$ cat src/rtl/fib_pkg.sv
// Shared definitions for the sequential Fibonacci detector: FSM encoding and
// a constant helper giving the index of the first term that overflows N bits.
package fib_pkg;

    typedef enum logic [1:0] {
        ST_IDLE = 2'd0,
        ST_RUN  = 2'd1,
        ST_DONE = 2'd2
    } fib_state_t;

    localparam int FIB_MAX_N = 32;

    // Largest k the generator can reach for width n (index of first overflowing term).
    function automatic int fib_max_index(input int n);
        longint a;
        longint b;
        longint t;
        int     k;
        a = 0;
        b = 1;
        k = 0;
        while (a < (longint'(1) << n)) begin
            t = a + b;
            a = b;
            b = t;
            k = k + 1;
        end
        return k;
    endfunction

    localparam int FIB_MAX_INDEX = fib_max_index(FIB_MAX_N);

endpackage

$ cat src/rtl/fib_if.sv
// Request/result bundle between a requester and the Fibonacci detector.
interface fib_if #(
    parameter int N  = 16,
    parameter int IW = 6
);
    logic          start;
    logic [N-1:0]  x;
    logic          ready;
    logic          done;
    logic          is_fib;
    logic [IW-1:0] index;

    modport master (output start, output x, input ready, input done, input is_fib, input index);
    modport slave  (input start, input x, output ready, output done, output is_fib, output index);
endinterface

$ cat src/rtl/fib_detector_seq_step.sv
// One Fibonacci advance: (a, b) -> (b, a+b) with sticky overflow tracking.
module fib_step #(
    parameter int N = 16
) (
    input  logic [N-1:0] a,
    input  logic         a_ovf,
    input  logic [N-1:0] b,
    input  logic         b_ovf,
    output logic [N-1:0] a_nxt,
    output logic         a_ovf_nxt,
    output logic [N-1:0] b_nxt,
    output logic         b_ovf_nxt
);
    logic [N:0] sum;

    always_comb begin
        sum       = {1'b0, a} + {1'b0, b};
        a_nxt     = b;
        a_ovf_nxt = b_ovf;
        b_nxt     = sum[N-1:0];
        // an overflowed input poisons every later term, even if the sum wraps small
        b_ovf_nxt = sum[N] | a_ovf | b_ovf;
    end
endmodule

$ cat src/rtl/fib_detector_seq.sv
// Sequential Fibonacci-membership detector: walks the sequence one term per
// clock until the term matches, exceeds or overflows the latched operand.
module fib_detector_seq
    import fib_pkg::*;
#(
    parameter int N  = 16,
    parameter int IW = 6
) (
    input  logic clk,
    input  logic rst,
    fib_if.slave bus
);
    fib_state_t    state_q, state_d;
    logic [N-1:0]  xr_q, xr_d;
    logic [N-1:0]  a_q, a_d, b_q, b_d;
    logic          a_ovf_q, a_ovf_d, b_ovf_q, b_ovf_d;
    logic [IW-1:0] k_q, k_d;
    logic          ready_q, ready_d;
    logic          done_q, done_d;
    logic          is_fib_q, is_fib_d;
    logic [IW-1:0] index_q, index_d;

    logic [N-1:0]  a_nxt, b_nxt;
    logic          a_ovf_nxt, b_ovf_nxt;

    fib_step #(.N(N)) u_step (
        .a        (a_q),
        .a_ovf    (a_ovf_q),
        .b        (b_q),
        .b_ovf    (b_ovf_q),
        .a_nxt    (a_nxt),
        .a_ovf_nxt(a_ovf_nxt),
        .b_nxt    (b_nxt),
        .b_ovf_nxt(b_ovf_nxt)
    );

    always_comb begin
        state_d  = state_q;
        xr_d     = xr_q;
        a_d      = a_q;
        b_d      = b_q;
        a_ovf_d  = a_ovf_q;
        b_ovf_d  = b_ovf_q;
        k_d      = k_q;
        done_d   = 1'b0;
        is_fib_d = is_fib_q;
        index_d  = index_q;

        case (state_q)
            ST_IDLE, ST_DONE: begin
                state_d = ST_IDLE;
                if (bus.start) begin
                    xr_d     = bus.x;
                    a_d      = '0;
                    b_d      = {{(N-1){1'b0}}, 1'b1};
                    a_ovf_d  = 1'b0;
                    b_ovf_d  = 1'b0;
                    k_d      = '0;
                    is_fib_d = 1'b0;
                    index_d  = '0;
                    state_d  = ST_RUN;
                end
            end
            ST_RUN: begin
                if (!a_ovf_q && (a_q == xr_q)) begin
                    is_fib_d = 1'b1;
                    index_d  = k_q;
                    done_d   = 1'b1;
                    state_d  = ST_DONE;
                end else if (a_ovf_q || (a_q > xr_q)) begin
                    is_fib_d = 1'b0;
                    index_d  = '0;
                    done_d   = 1'b1;
                    state_d  = ST_DONE;
                end else begin
                    a_d     = a_nxt;
                    a_ovf_d = a_ovf_nxt;
                    b_d     = b_nxt;
                    b_ovf_d = b_ovf_nxt;
                    k_d     = k_q + IW'(1);
                end
            end
            default: state_d = ST_IDLE;
        endcase

        ready_d = (state_d != ST_RUN);
    end

    always_ff @(posedge clk) begin
        if (rst) begin
            state_q  <= ST_IDLE;
            xr_q     <= '0;
            a_q      <= '0;
            b_q      <= '0;
            a_ovf_q  <= 1'b0;
            b_ovf_q  <= 1'b0;
            k_q      <= '0;
            ready_q  <= 1'b1;
            done_q   <= 1'b0;
            is_fib_q <= 1'b0;
            index_q  <= '0;
        end else begin
            state_q  <= state_d;
            xr_q     <= xr_d;
            a_q      <= a_d;
            b_q      <= b_d;
            a_ovf_q  <= a_ovf_d;
            b_ovf_q  <= b_ovf_d;
            k_q      <= k_d;
            ready_q  <= ready_d;
            done_q   <= done_d;
            is_fib_q <= is_fib_d;
            index_q  <= index_d;
        end
    end

    assign bus.ready  = ready_q;
    assign bus.done   = done_q;
    assign bus.is_fib = is_fib_q;
    assign bus.index  = index_q;
endmodule

$ cat src/flat_wrapper.sv
// flat-port wrapper written by rule: the top's interface ports become plain ports
module fib_detector_seq_flat import fib_pkg::*;
#(
    parameter int N  = 16,
    parameter int IW = 6
)
  (clk, rst, bus_start, bus_x, bus_ready, bus_done, bus_is_fib, bus_index);
  fib_if #(.N(N), .IW(IW)) bus_i ();
  input  logic clk;
  input  logic rst;
  input wire logic [$bits(bus_i.start)-1:0] bus_start;
  input wire logic [$bits(bus_i.x)-1:0] bus_x;
  output wire logic [$bits(bus_i.ready)-1:0] bus_ready;
  output wire logic [$bits(bus_i.done)-1:0] bus_done;
  output wire logic [$bits(bus_i.is_fib)-1:0] bus_is_fib;
  output wire logic [$bits(bus_i.index)-1:0] bus_index;
  assign bus_i.start = bus_start;
  assign bus_i.x = bus_x;
  assign bus_ready = bus_i.ready;
  assign bus_done = bus_i.done;
  assign bus_is_fib = bus_i.is_fib;
  assign bus_index = bus_i.index;
  fib_detector_seq #(.N(N), .IW(IW)) u_core (.clk(clk), .rst(rst), .bus(bus_i));
endmodule
$ cat config.mk
export PLATFORM = sky130hd
export DESIGN_NAME = fib_detector_seq_flat
export DESIGN_NICKNAME = d
export VERILOG_FILES = /design/src/rtl/fib_pkg.sv /design/src/rtl/fib_if.sv /design/src/rtl/fib_detector_seq_step.sv /design/src/rtl/fib_detector_seq.sv /design/src/flat_wrapper.sv
export SDC_FILE = /design/constraint.sdc
export NUM_CORES = 1
export LEC_CHECK = 0
export ABC_CLOCK_PERIOD_IN_PS = 2620
export CORE_AREA = 3 3 93 95
export CTS_CLUSTER_SIZE = 12
export DETAILED_ROUTE_END_ITERATION = 7
export DIE_AREA = 0 0 96 98
export GPL_TIMING_DRIVEN = 0
export PLACE_DENSITY = 0.61
export SLEW_MARGIN = 20
export SYNTH_ARGS = -nofsm -noshare
export SYNTH_HDL_FRONTEND = slang
export SYNTH_SLANG_ARGS = --single-unit
$ cat constraint.sdc
create_clock -name clk -period 2.62 [get_ports clk]
set_input_delay 0.262 -clock clk [delete_from_list [all_inputs] [get_ports clk]]
set_output_delay 0.262 -clock clk [all_outputs]
set_load 0.02 [all_outputs]
==> impl_results.md <==
* Status: completed
* RSZ-0062 raised after global routing: false
* Area post-placement at around 4000 sq um
* Most frequent cells in the layout: nand2_1 (68), dfxtp_1 (67), a21oi_1 (54)
* Vias per cell at 5.43
* Commonest non-fill, non-tap cell in the layout: nand2_1
* Num ports at 28
* Largest net degree at the start of global routing at 12
* Antenna cells at 0
* Synth area leader: dfxtp_1
* EDFF count, synth at 0
* Fin nets at between 500 and 600
* Share of cells above drive strength 1 at between 8 and 9%
* Avg Synthesized Cell Area at approximately 8.5 sq um
* Cell area after layout at about 4100 sq um
* Post-route setup TNS at 0 ps
* Clock power share at between 30% and 40%
* Kind of critical path: reg -> reg
* Yosys reg bits at 67
* Arr. time, crit path at around 2700 ps
* IO buf count at 27
* Synth Warn # at 0
* Met1 WL at between 3000 and 4000 um
* Max frequency at approximately 400 MHz
* Routed wl met3 at approximately 460 um
* Filler cell count in the final layout at slightly below 800
* Cells after Synth at roughly 420
* Drt drc at 0
* Die area at around 9400 sq um
* Vias in the first global route at ~2,900
* Grt total ovfl at 0
* Core area at ~8000 sq um
* Initial Utilization at between 40 and 50%
* First-pass GRT wire length at 14,300 um
* Prevailing post-synth register cell: dfxtp_1
* Synth-to-Final Area Change at 16.8%
* Worst hold margin at 455 ps
* Critical Path Source Type: flop
* Initial antenna violation count at 0
* Chip width at roughly 96 um
* DRT iter0 DRCs at 121
* WP data required at ~2900 ps
* Sink Count at 67
* Worst-skew pair later-pin latency at ~340 ps
* Total track usage at 19.3%
* Setup Buffers After CTS at 0
* PD cells at about 530 nW/um^2
* Comb power frac at 14.4%
* Top post-synthesis cells by area: dfxtp_1 (38%), ha_1 (12%), a21oi_1 (7.7%)
* Deepest clock path buffer count at 2
* Design internal power at ~1.6 mW
* Crit path max fanout at 3
* Pleak at between 1.5 and 2 nW
* Top cell type's share of synthesized area at a little under two fifths
* Register area share after synthesis at between 30% and 40%
* Worst Skew at approximately 9 ps
* Max-cap violations at 0
* Final slew viol count at 0
* Worst hold path type: reg -> reg
* Sw frac at 28.0%
* Asr flop ratio synth at 0%
* Maximum VDD drop at around 0.3 mV
* Crit end category: flop
* Fin crit period at about 2500 ps
* DR top layer: met4
* Distinct cells, synth at 54
* Die Ht at a little under 100 um
* Slew at the pin with the worst max-slew slack at ~700 ps
* Worst-path clk slew at ~70 ps
* Syn Std Cell Area at 3530 sq um
* Syn_nets at between 400 and 500
* Tcrit/Tclk final at 94.7%
* DRT antenna net count at 0
* Register share of total power at 48.4%
* Vias at 3,042
* Routed wire length at approximately 8600 um
* DR WL/cell at approximately 15 um
* CTS root buf: clkbuf_8
* Row cnt at 32
* Fin. Hold Viols at 0
* Finished Core Util at 52.8%
* Hpwl dp at ~6500 um
* WL met2 at approximately 4000 um
* Seq. cell area at about 1300 sq um
* H-Tree Depth at 3
* Multi-input logic area at 2050 sq um
* P_sw at slightly above 0.6 mW
* Drt pass-1 iters at 4
* Routability cong. at 0.848
* Final setup violation count at 0
* CTS tree: yes
* Slew margin rel. at between 50 and 60%
* CTS buffer count at 9
* Power Total at 2.19 mW
-- metrics by stage --
stage / cells / setup WS (ps)
after floorplan: 416 / 417
after global placement: 545 / 52.6
after detailed placement: 545 / 29.1
after CTS: 560 / 10.7
after global routing: 560 / 8.42
final: 560 / 139
-- final cells by class --
| type | count | share of cell area, % |
|---|---|---|
| Clock buffer | 9 | 3.01 |
| Tap cell | 102 | 3.10 |
| Timing Repair Buffer | 27 | 6.56 |
| Sequential cell | 67 | 32.5 |
| Inverter | 19 | 1.73 |
| Clock inverter | 6 | 1.40 |
| Buffer | 19 | 1.97 |
| Multi-Input combinational cell | 311 | 49.7 |
-- kinds of logic after synthesis --
logic type,Yosys count,share of synthesized area (%)
buf+inv,38,4.32
fa+ha+maj,34,12.3
simple gates,149,20.2
mux,1,0.319
flops,67,38.0
compound gates,111,20.9
xor+xnor,16,3.97
-- flip-flops by register name, summed over array words and instances, names as in the netlist --
signal / count
u_core.xr_q: 16
u_core.bus.ready: 1
u_core.k_q: 6
u_core.bus.index: 6
u_core.state_q: 2
u_core.bus.is_fib: 1
u_core.bus.done: 1
u_core.b_q: 16
u_core.a_q: 16
u_core.b_ovf_q: 1
u_core.a_ovf_q: 1
-- metal layers --
| metal | vias to the layer above | track usage, % |
|---|---|---|
| li1 | 1545 | - |
| met1 | 1435 | 26.5 |
| met2 | 53 | 31.1 |
| met3 | 9 | 4.70 |
| met4 | 0 | 3.28 |
| met5 | - | 0 |
-- power by group through the flow --
stage               sequential [mW]  combinational (mW)  clock [mW]
floorplan                      1.09               0.201           0
global placement               1.08               0.314           0
detailed placement             1.09               0.314           0
CTS                            1.06               0.316       0.834
global route                   1.07               0.352       0.879
finish                         1.06               0.317       0.815
-- critical path, cell delays in order (launching register included) --
cell and delay (ps):
dfxtp_1 340, ha_1 230, fa_1 430, a211oi_1 250, o21bai_1 160, a211oi_1 320
o21ai_1 170, a31oi_2 210, a22o_1 190, o21ai_0 80
-- Yosys cell counts, drive strengths merged (2+ instances only) --
cell / n
a21oi: 56
a2111oi: 2
o32ai: 2
nor2b: 3
nor2: 16
xor2: 7
nand2b: 3
a22o: 7
nor3: 11
inv: 19
o21bai: 2
a41oi: 2
o21ai: 13
and4: 2
a211o: 2
dfxtp: 67
clkbuf: 10
nand3: 35
a211oi: 5
nand2: 70
nor4: 2
buf: 9
a21o: 11
xnor2: 9
o21a: 3
ha: 33
-- what timing repair did --
item	4_1_cts	5_1_grt
hold buffers	0	0
setup endpoints to repair	0	2
gates resized for setup	0	2
-- worst paths after layout --
path	startpoint	to	cells past startpoint	slack, ps
setup reg to reg	u_core.a_q[0]$_SDFFE_PP0P_	u_core.b_ovf_q$_SDFFE_PP0P_	9	140
hold reg to reg	u_core.xr_q[4]$_SDFFE_PP0P_	u_core.xr_q[4]$_SDFFE_PP0P_	2	450
hold / removal	u_core.xr_q[4]$_SDFFE_PP0P_	u_core.xr_q[4]$_SDFFE_PP0P_	2	450
setup / recovery	u_core.a_q[0]$_SDFFE_PP0P_	u_core.b_ovf_q$_SDFFE_PP0P_	9	140
No activity file was read; power rests on OpenSTA's default activity.
==> edit 1, RTL diff (same settings) <==
Make the reset (`rst`) asynchronous in one clocked block.
--- a/src/rtl/fib_detector_seq.sv
+++ b/src/rtl/fib_detector_seq.sv
@@ -86,7 +86,7 @@
         ready_d = (state_d != ST_RUN);
     end
 
-    always_ff @(posedge clk) begin
+    always_ff @(posedge clk or posedge rst) begin
         if (rst) begin
             state_q  <= ST_IDLE;
             xr_q     <= '0;
Function: differs if rst is asserted again (counterexample within 4 cycles, from zero or initial values and one cycle with rst high); with rst held inactive, the same outputs for 10 cycles.
==> edit 1 against the unedited design <==
Die area did not move; core utilization rose by 5.3 points; routed wire length rose by 12%; area after synthesis rose by 10%; final area rose by 10%; non-clock buffer count did not move; sequential cell count did not move; final cell count fell by 0.89%; setup slack got worse by 45 ps.
Power is not compared: it rests on default switching activity, and its combinational part moved more than twofold at a synthesized area within 25%.
==> edit 1: results (changes against the unedited design) <==
Netlist cell types -> 52 (-3.7%)
GR Util All Layers -> 21.9% (+2.6 points)
Compound-Gate Fraction of Synth Area -> 15.9% (-5.0 points)
final instance area -> 4540 um^2 (+10%)
R2R Path End -> u_core.b_q[2]
pre-CTS setup slack -> -19.7 ps (-48.8 ps)
# fillers -> 717 (-7.2%)
Synth Area in Adders -> 11.1% (-1.1 points)
Slew Limit Headroom -> 52.6% (-0.54 points)
placed cell area -> 4310 um^2 (+9.8%)
Synth area leaders -> dfrtp_1, ha_1, o21ai_0
final clock skew -> 13.1 ps (+4.14 ps)
Vias/cell -> 5.78 (+6.5%)
mux contribution to synthesized area -> 6.94% (+6.6 points)
RR Startpoint -> u_core.a_q[9]
DPL Wire Length -> 6.93 mm (+7.0%)
area of the multi-input gates -> 2050 um^2 (+0.12%)
non-clk buf share -> 8.49% (-0.039 points)
status -> finished clean
Post-Place Cells -> 539 (-1.1%)
DRT iter0 DRCs -> 202 (+67%)
largest net degree at the start of global routing -> 35 (+23)
post-synthesis xor/xnor area fraction -> 2.25% (-1.7 points)
wire per inst -> 17.2 um (+13%)
Multi-input comb cells -> 297 (-4.5%)
R2R depth -> 8 (-1)
first-pass GRT wire length -> 16.0 mm (+12%)
CP Max Fanout -> 10 (+7)
# resized after CTS -> 2 (+2)
fin nets -> 501 (-1.2%)
drt pass-1 iters -> 6 (+2)
Mean Syn Cell Area -> 9.52 um^2 (+12%)
final wirelength -> 9.57 mm (+12%)
sequential area share after synthesis -> 43.1% (+5.1 points)
syn nets -> 462 (-1.5%)
clock-cell share of area -> 4.25% (-0.16 points)
number of global-route vias before repair -> 3168 (+10%)
Worst Hold Slack -> 288 ps (-167 ps)
GP Congestion -> 0.869 (+2.5%)
reg2reg setup slack -> 90 ps (-40 ps)
## edit 1: how the worst max path moves through the flow
stage / depth (start not counted) / slack [ps] / startpoint / to
after floorplan: 8 / 320 / u_core.a_q[9] / u_core.b_q[11]
after global placement: 2 / -550 / rst / u_core.b_q[13]
after detailed placement: 9 / -20 / u_core.a_q[7] / u_core.a_q[0]
after CTS: 8 / 50 / u_core.a_q[9] / u_core.b_q[2]
after global routing: 8 / -8 / u_core.a_q[9] / u_core.b_q[2]
final: 8 / 90 / u_core.a_q[9] / u_core.b_q[2]
## edit 1: worst max-delay path, cell delays in order (launching register included)
cell      delay, ps
dfrtp_1         420
ha_1            340
a211oi_2        190
nor2_1           70
o31a_1          320
or4_4           550
nor2_4          180
buf_4           210
o21ai_0         110
## edit 1: per-layer routing
metal	part of all wire, %	up-vias	track usage, %
li1	-	1547	-
met1	48	1578	31.3
met3	4.0	15	2.85
met2	46	70	33.6
met4	2.0	0	8.10
met5	0	-	0
==> edit 2, RTL diff (config.mk and constraints unchanged) <==
Without the edit above. `IW` is set to 6 in 3 places; all go to 7.
--- a/src/rtl/fib_if.sv
+++ b/src/rtl/fib_if.sv
@@ -1,7 +1,7 @@
 // Request/result bundle between a requester and the Fibonacci detector.
 interface fib_if #(
     parameter int N  = 16,
-    parameter int IW = 6
+    parameter int IW = 7
 );
     logic          start;
     logic [N-1:0]  x;
--- a/src/rtl/fib_detector_seq.sv
+++ b/src/rtl/fib_detector_seq.sv
@@ -4,7 +4,7 @@
     import fib_pkg::*;
 #(
     parameter int N  = 16,
-    parameter int IW = 6
+    parameter int IW = 7
 ) (
     input  logic clk,
     input  logic rst,
--- a/src/flat_wrapper.sv
+++ b/src/flat_wrapper.sv
@@ -2,7 +2,7 @@
 module fib_detector_seq_flat import fib_pkg::*;
 #(
     parameter int N  = 16,
-    parameter int IW = 6
+    parameter int IW = 7
 )
   (clk, rst, bus_start, bus_x, bus_ready, bus_done, bus_is_fib, bus_index);
   fib_if #(.N(N), .IW(IW)) bus_i ();
Ports: changed (resized bus_index); port bits go from 28 to 29. No check against the original RTL was run, so the function may have changed too.
==> edit 2 against the unedited design <==
Power up 15%; sequential cell count increased by 2; final cell count rose by 4.5%; clock skew fell by 1.8 ps; area after synthesis is 3.6% higher; via count rose by 7.0%; routed wire length up 6.5%; hold slack improved by 3.7 ps; critical path depth down 1; setup slack better by 13 ps; final area increased by 4.8%; critical path type unchanged.
==> edit 2: results (changes against the unedited design) <==
largest net degree at the start of global routing -> 13 (+1)
Synth area leaders -> dfxtp_1, ha_1, a21oi_1
sequential area share after synthesis -> 37.8% (-0.23 points)
status -> finished clean
Num CTS Buffers -> 9 (unchanged)
H-tree levels -> 3 (unchanged)
final clock skew -> 7.09 ps (-1.85 ps)
Slew Limit Headroom -> 60.2% (+7.0 points)
reg2reg setup slack -> 150 ps
Synth Area in Adders -> 11.8% (-0.43 points)
mux contribution to synthesized area -> 0% (-0.32 points)
fin nets -> 531 (+4.7%)
CP Max Fanout -> 7 (+4)
first-pass GRT wire length -> 15.3 mm (+7.2%)
syn nets -> 492 (+4.9%)
Final Non-Filler Cells -> 585 (+4.5%)
DPL Wire Length -> 6.91 mm (+6.6%)
Compound-Gate Fraction of Synth Area -> 21.2% (+0.26 points)
top flop regs -> u_core.a_q: 16 flops, u_core.b_q: 16 flops, u_core.xr_q: 16 flops
GP Congestion -> 0.822 (-3.0%)
Hold Startpoint -> u_core.xr_q[10]
Hold Path Class -> reg2reg
final wirelength -> 9.11 mm (+6.5%)
Mean Syn Cell Area -> 8.33 um^2 (-1.8%)
Worst Hold End -> u_core.xr_q[10]
share of layout cells above drive strength 1 -> 7.04% (-1.9 points)
Root Driver -> clkbuf_8
CTS Sinks -> 69 (+3.0%)
Vias -> 3256 (+7.0%)
Longest Clk Path Bufs -> 2 (unchanged)
Async S/R FF share, synth -> 0% (unchanged)
DRT iter0 DRCs -> 167 (+38%)
R2R Path End -> u_core.k_q[6]
Crit. Startpoint -> u_core.a_q[1]
number of global-route vias before repair -> 3125 (+8.7%)
YS warnings -> 0 (unchanged)
initial antenna violation count -> 0 (unchanged)
worst hold path cell count -> 2 (unchanged)
LEAKAGE -> 0.00172 uW (+5.1%)
Commonest cells post-synth -> nand2_1, dfxtp_1, a21oi_1
Post-Place Cells -> 568 (+4.2%)
n_diodes -> 0 (unchanged)
R2R depth -> 8 (-1)
CP arrival -> 2740 ps (+30 ps)
Peak VDD IR -> 449 uV (+49%)
Netlist cell types -> 49 (-9.3%)
post-synthesis xor/xnor area fraction -> 3.35% (-0.62 points)
Port Buffer Count -> 27 (unchanged)
drt pass-1 iters -> 4 (unchanged)
clk_lat worst skew -> 340 ps (about the same)
GR Util All Layers -> 20.7% (+1.4 points)
clk slew on worst S/H paths -> 80 ps
-- edit 2: cell families after synthesis --
family / count (synthesis)
buf+inv: 40
flops: 69
simple gates: 164
xor+xnor: 14
compound gates: 118
fa+ha+maj: 34
-- edit 2: how the worst max path moves through the flow --
stage               slack (ps)             end  cells after the start
floorplan                  460   u_core.b_q[8]                      9
global placement           180  u_core.a_q[14]                     10
detailed placement         150   u_core.a_q[9]                     10
CTS                        120   u_core.a_q[8]                     10
global route                 9  u_core.a_q[12]                     11
finish                     150   u_core.k_q[6]                      8
-- edit 2: worst max-delay path, stage by stage, from the launching register on --
cell      delay (ps)
dfxtp_1          460
ha_1             290
nor2b_1          140
o211ai_2         120
a21oi_1          140
o31ai_4          400
a21oi_4          150
or4_1            540
a21oi_1          160
-- edit 2: final cells by class --
class / count / area, um^2
Buffer: 22 / 111
Clock buffer: 10 / 138
Clock inverter: 6 / 110
Timing Repair Buffer: 28 / 278
Tap cell: 102 / 128
Fill cell: 749 / 3490
Sequential cell: 69 / 1380
Multi-Input combinational cell: 330 / 2110
Inverter: 18 / 67.6
-- edit 2: timing repair --
action / in CTS / in global routing
endpoints found under the setup margin: 0 / 23
setup buffers: 0 / 1
gates resized for setup: 0 / 2
hold endpoints to repair: 0 / 0
-- edit 2: per-layer routing --
layer	up-vias	GRT usage (%)	part of all wire, %
li1	1635	-	-
met1	1526	25.9	44
met2	70	33.5	48
met3	25	4.39	3.6
met4	0	9.96	3.9
met5	-	0	0
-- edit 2: report_power, final --
group	leakage (uW)	internal, uW	switching, uW
registers	0.000559	1080	16.1
clock network	0.000119	656	406
logic	0.00104	125	232
-- edit 2: stage by stage --
| step | util (%) | hold WS, ps | power, uW | area [um^2] | worst slack [ps] |
|---|---|---|---|---|---|
| finish | 55.3 | 459 | 2510 | 4320 | 152 |
| floorplan | - | 398 | 1350 | 3660 | 463 |
| detailed placement | 51.9 | 447 | 1470 | 4060 | 154 |
| global route | 55.3 | 453 | 2620 | 4320 | 9.24 |
| CTS | 55.1 | 447 | 2530 | 4300 | 124 |
| global placement | 51.9 | 437 | 1460 | 4060 | 180 |
